<file path="src/rtl/bcd_scan_pkg.sv">
// Purpose: shared types and active-low seven-segment patterns for the BCD scan display.
// Latency: n/a (constants and types only).
// Backpressure: n/a.
// Segment bit order is {g,f,e,d,c,b,a}; a 0 lights the segment.
package bcd_scan_pkg;

  typedef logic [3:0] bcd_t;

  localparam logic [6:0] SEG_0    = 7'b1000000;
  localparam logic [6:0] SEG_1    = 7'b1111001;
  localparam logic [6:0] SEG_2    = 7'b0100100;
  localparam logic [6:0] SEG_3    = 7'b0110000;
  localparam logic [6:0] SEG_4    = 7'b0011001;
  localparam logic [6:0] SEG_5    = 7'b0010010;
  localparam logic [6:0] SEG_6    = 7'b0000010;
  localparam logic [6:0] SEG_7    = 7'b1111000;
  localparam logic [6:0] SEG_8    = 7'b0000000;
  localparam logic [6:0] SEG_9    = 7'b0010000;
  localparam logic [6:0] SEG_DASH = 7'b0111111;
  localparam logic [6:0] SEG_OFF  = 7'b1111111;

endpackage

</file>
<file path="src/rtl/bcd_to_seg7.sv">
// Purpose: BCD digit to active-low seven-segment decoder; non-decimal codes show a dash.
// Latency: combinational.
// Backpressure: none.
// Ports: i_bcd - 4-bit digit in; o_seg_n - segments {g,f,e,d,c,b,a}, active low.
module bcd_to_seg7
  import bcd_scan_pkg::*;
(
  input  bcd_t       i_bcd,
  output logic [6:0] o_seg_n
);

  always_comb begin
    o_seg_n = SEG_DASH;
    case (i_bcd)
      4'd0:    o_seg_n = SEG_0;
      4'd1:    o_seg_n = SEG_1;
      4'd2:    o_seg_n = SEG_2;
      4'd3:    o_seg_n = SEG_3;
      4'd4:    o_seg_n = SEG_4;
      4'd5:    o_seg_n = SEG_5;
      4'd6:    o_seg_n = SEG_6;
      4'd7:    o_seg_n = SEG_7;
      4'd8:    o_seg_n = SEG_8;
      4'd9:    o_seg_n = SEG_9;
      default: o_seg_n = SEG_DASH;
    endcase
  end

endmodule

</file>
<file path="src/rtl/bcd_scan_display.sv">
// Purpose: time-multiplexed BCD display scanner with per-frame snapshot and blank slot.
// Latency: outputs decode registered state only; digits_in appears at the next frame_start.
// Backpressure: en low freezes every register; no input is ever dropped or stalled upstream.
// Ports: clk, reset (sync, active high), en, digits_in[4*N-1:0] (digit 0 in [3:0]);
//        an_n (one-hot low digit select), seg_n {g,f,e,d,c,b,a} low, dig_idx, frame_start.
// Option: define BCD_SCAN_LZ_BLANK_EN to blank leading zeros (digit 0 always shown).
module bcd_scan_display
  import bcd_scan_pkg::*;
#(
  parameter int NUM_DIGITS   = 4,
  parameter int DWELL_CYCLES = 16
) (
  input  logic                          clk,
  input  logic                          reset,
  input  logic                          en,
  input  logic [4*NUM_DIGITS-1:0]       digits_in,
  output logic [NUM_DIGITS-1:0]         an_n,
  output logic [6:0]                    seg_n,
  output logic [$clog2(NUM_DIGITS)-1:0] dig_idx,
  output logic                          frame_start
);

  localparam int CNT_W = $clog2(DWELL_CYCLES);
  localparam int IDX_W = $clog2(NUM_DIGITS);
  localparam logic [CNT_W-1:0] CNT_LAST = CNT_W'(DWELL_CYCLES - 1);
  localparam logic [IDX_W-1:0] IDX_LAST = IDX_W'(NUM_DIGITS - 1);

  logic [CNT_W-1:0]        r_cnt;
  logic [IDX_W-1:0]        r_dig_idx;
  logic [4*NUM_DIGITS-1:0] r_snap;
  logic                    r_frame_start;

  logic   w_cnt_wrap;
  logic   w_snap_load;
  bcd_t   w_cur_bcd;
  logic [6:0] w_dec_seg_n;
  logic   w_blank;

  assign w_cnt_wrap  = (r_cnt == CNT_LAST);
  // Snapshot on the last cycle of the last digit so a whole frame shows one coherent value.
  assign w_snap_load = en && w_cnt_wrap && (r_dig_idx == IDX_LAST);

  always_ff @(posedge clk) begin
    if (reset) begin
      r_cnt         <= '0;
      r_dig_idx     <= '0;
      r_snap        <= '0;
      r_frame_start <= 1'b0;
    end else begin
      r_frame_start <= w_snap_load;
      if (en) begin
        r_cnt <= w_cnt_wrap ? '0 : r_cnt + 1'b1;
        if (w_cnt_wrap) begin
          r_dig_idx <= (r_dig_idx == IDX_LAST) ? '0 : r_dig_idx + 1'b1;
        end
      end
      if (w_snap_load) begin
        r_snap <= digits_in;
      end
    end
  end

  assign w_cur_bcd = r_snap[{r_dig_idx, 2'b00} +: 4];

  bcd_to_seg7 u_dec (
    .i_bcd   (w_cur_bcd),
    .o_seg_n (w_dec_seg_n)
  );

`ifdef BCD_SCAN_LZ_BLANK_EN
  // A digit is a leading zero when it and every more significant digit are zero.
  assign w_blank = (r_dig_idx != '0) && ((r_snap >> {r_dig_idx, 2'b00}) == '0);
`else
  assign w_blank = 1'b0;
`endif

  // cnt==0 is a dark slot between digits so the previous digit's segments do not ghost.
  assign an_n        = ((r_cnt == '0) || w_blank) ? '1
                                                  : ~(NUM_DIGITS'(1) << r_dig_idx);
  assign seg_n       = w_blank ? SEG_OFF : w_dec_seg_n;
  assign dig_idx     = r_dig_idx;
  assign frame_start = r_frame_start;

endmodule

</file>
<file path="config.mk">
export PLATFORM = sky130hd
export DESIGN_NAME = bcd_scan_display
export DESIGN_NICKNAME = d
export VERILOG_FILES = /design/src/rtl/bcd_scan_pkg.sv /design/src/rtl/bcd_to_seg7.sv /design/src/rtl/bcd_scan_display.sv
export SDC_FILE = /design/constraint.sdc
export NUM_CORES = 1
export LEC_CHECK = 0
export CAP_MARGIN = 0
export CORE_MARGIN = 8
export CORE_UTILIZATION = 42
export CTS_CLUSTER_SIZE = 40
export DETAILED_ROUTE_END_ITERATION = 16
export HOLD_SLACK_MARGIN = 0.02
export PLACE_DENSITY = 0.7
export SYNTH_ARGS = -nofsm -noshare
export SYNTH_HDL_FRONTEND = slang
export SYNTH_SLANG_ARGS = --single-unit
</file>
<file path="constraint.sdc">
create_clock -name clk -period 2.1 [get_ports clk]
set_clock_uncertainty 0.1 [all_clocks]
set_input_delay 0.21 -clock clk [delete_from_list [all_inputs] [get_ports clk]]
set_output_delay 0.21 -clock clk [all_outputs]
set_load 0.005 [all_outputs]
</file>
==> flow_summary.ini, run 1 <==
[yosys]
async_flop_share = 0
yosysSeqAreaShare = 0.379
synth_top_family_by_area = compound AO/OA/AOI/OAI gates
synth_xor_area_frac = 0.0144
synth_cell_types = 32
ys_ff_latch = 23
syn_area_um2 = 1210
postSynthCellCount = 118
synth_top_area_share = 0.379
synth.area.top_cells = dfxtp_1 (38%), ha_1 (13%), a22o_1 (12%)
synth_area_per_cell_um2 = 10.3
yosysMostFrequentCell = dfxtp_1
ys.flop_type = dfxtp_1
synth_edf_count = 0
synth_compound_area_frac = 0.197
synth_nets = 150
synth_fa_ha_area_frac = 0.134
yosys_warnings = 0
synth_area_leader_cell = dfxtp_1
synth.area.mux_share = 0.0824
yosys.area_share.simple = 0.131
synth_common_cells = dfxtp_1 (23), a22o_1 (16), ha_1 (13), nand2_1 (13), inv_1 (10)

[worst_setup_path]
start_kind = register
rr_endpoint = r_snap[12]
critical_path_class = reg2out
rrSetupSlack_ns = 0.42
r2r_cells = 7
end_kind = output port
cpMostUsedCell = buf_6
required_ns = 1.79
cp_cell_sequence = buf_6 -> mux4_2 -> buf_6 -> buf_6 -> o21ba_4 -> a21oi_2 -> buf_2
critical_path_arrival_ns = 2.03
crit_fanout = 5
cpPeakStageDelay_ns = 0.57
crit_buf_inv = 4
cpLargestDelayFamily = multiplexers
slowest_stage = mux4_2
reg2reg_from = dig_idx[1]

[clock_tree]
clk-insertion-delay-late_ns = 0.30
htreeDepth = 1
cts_root_buffer = clkbuf_4
cts_tree = done
cts.sinks = 23
cts_inserted_buffers = 3
clk_path_buf_depth = 2
clk_pin_slew_ns = 0.12
cts_hold_buffers = 0

[timing]
timing.final.crit_period_ns = 2.34
fmax_mhz = 427
hold_slack_ns = 0.391
finalHoldViolCount = 0
period_share = 1.11
slew_violations = 0
finalSetupViolCount = 7
slew_headroom = 0.818
grt_setup_unrepaired = yes
worst_pin_slew_ns = 0.272
setup_ws_ns = -0.241

[global_route]
antenna_found_initial = 0
grt_first_pass_wirelength_mm = 4.99
grt_max_degree = 18
grt_overflow_total = 0
grt_pass1_vias = 1120
grt_util_all_layers = 0.118

[pwr]
total_power_uw = 711
p_leak_nw = 0.735
ir_drop_v = 0.000432
power_density_nw_per_um2 = 395

[routing]
drtAntennaViolNets = 0
drtPass1Iterations = 3
routed-via-count = 1056
drt-wirelength-per-cell_um = 14.0
vias_per_cell = 5.13
wl_mm = 2.89
drt-initial-drc-count = 33
drc_errors = 0

[die]
dieWidth_um = 69.8
die_area_um2 = 4870
io_pins = 33
rows = 19
dieHeight_um = 69.8
initial_core_util = 0.441
core_um2 = 2760

[final_layout]
fin_util = 0.652
final_area_um2 = 1800
drive_above_1_share = 0.314
nets = 208
syn2layout_area_growth_pct = 48.0
antenna_cells = 0

[min_path]
hold_class = in2reg
worstHoldPathCells = 2
holdPathEnd = r_snap[14]
worstHoldStart = digits_in[14]

[status]
failed_checks = setup timing
status = complete, but fails checks

[place]
dp_slack_ns = -0.242
hpwlAfterDp_mm = 2.21
place_area_um2 = 1670
port_buffers = 32
place_congestion = 0.842

[run]
max_cap_viol_count = 0
[sequential cells by signal, summed over array words and instances (netlist names)]
| register | count |
|---|---|
| r_cnt | 4 |
| r_snap | 16 |
| dig_idx | 2 |
| frame_start | 1 |
[worst reg2reg max path: stages (launching register included)]
cell and delay (ns):
dfxtp_2 0.35, buf_6 0.12, buf_4 0.13, buf_4 0.14
ha_2 0.19, nor3b_2 0.16, buf_4 0.20, a22o_1 0.20
[metrics by stage]
step | instances | setup TNS (ns)
floorplan | 118 | 0
global placement | 193 | -1.17
detailed placement | 193 | -1.33
CTS | 205 | -1.15
global route | 206 | -1.97
finish | 206 | -1.21
[kinds of logic (layout without fill, tap and decap cells)]
group / Yosys count / after routing
compound gates: 31 / 31
fa+ha+maj: 13 / 13
buf+inv: 15 / 72
flops: 23 / 23
simple gates: 29 / 29
xor+xnor: 2 / 2
mux: 5 / 5
[how the worst max path moves through the flow]
stage / startpoint / end / cells after the start
6_report: dig_idx[1] / seg_n[0] / 7
5_1_grt: dig_idx[1] / seg_n[0] / 7
4_1_cts: dig_idx[1] / seg_n[3] / 7
3_5_place_dp: dig_idx[1] / seg_n[0] / 6
3_3_place_gp: dig_idx[0] / seg_n[3] / 6
2_1_floorplan: dig_idx[1] / seg_n[3] / 6
[cell type report]
type	instances	area (µm²)
Clock buffer	4	26.3
Fill cell	244	960
Inverter	10	37.5
Multi-Input combinational cell	80	719
Sequential cell	23	463
Tap cell	31	38.8
Timing Repair Buffer	58	513
[cells in the final DEF (no fill, tap or decap), types with 2 or more instances in the layout]
master,Yosys,layout
inv_1,10,7
buf_4,1,17
a22o_1,16,16
ha_1,13,10
buf_2,1,7
buf_6,2,9
nand2_1,13,13
nor2_1,5,5
inv_2,0,3
dlygate4sd2_1,0,3
clkdlybuf4s50_1,0,21
dfxtp_2,0,2
a21oi_2,1,3
mux4_2,4,4
a21oi_1,8,6
dfxtp_1,23,21
nand2b_1,2,2
ha_4,0,2
clkbuf_4,0,3
[report_power, final]
| part | switching (mW) | leakage [nW] | internal [mW] |
|---|---|---|---|
| sequential | 0.00488 | 0.187 | 0.440 |
| combinational | 0.0268 | 0.533 | 0.0428 |
| clock | 0.122 | 0.0150 | 0.0740 |
[timing repair]
action	in CTS	in global routing
gates resized for setup	43	8
pin swaps	6	3
buffers inserted	8	1
setup endpoints to repair	7	8
[layer usage]
metal | global-route usage | up-vias | wire, µm
met4 | 0.0201 | 0 | 19
met2 | 0.225 | 17 | 1590
met3 | 0.0229 | 2 | 107
met1 | 0.130 | 502 | 1170
li1 | - | 535 | -
met5 | 0 | - | 0
Power figures use the tool's default switching activity.
==> run 2, diff against run 1 <==
--- a/config.mk
+++ b/config.mk
@@ -5,6 +5,7 @@
 export SDC_FILE = /design/constraint.sdc
 export NUM_CORES = 1
 export LEC_CHECK = 0
+export ABC_CLOCK_PERIOD_IN_PS = 2100
 export CAP_MARGIN = 0
 export CORE_MARGIN = 8
 export CORE_UTILIZATION = 42
==> results of run 2 <==
The final DEF is identical to that of run 1; final timing and power are the same.
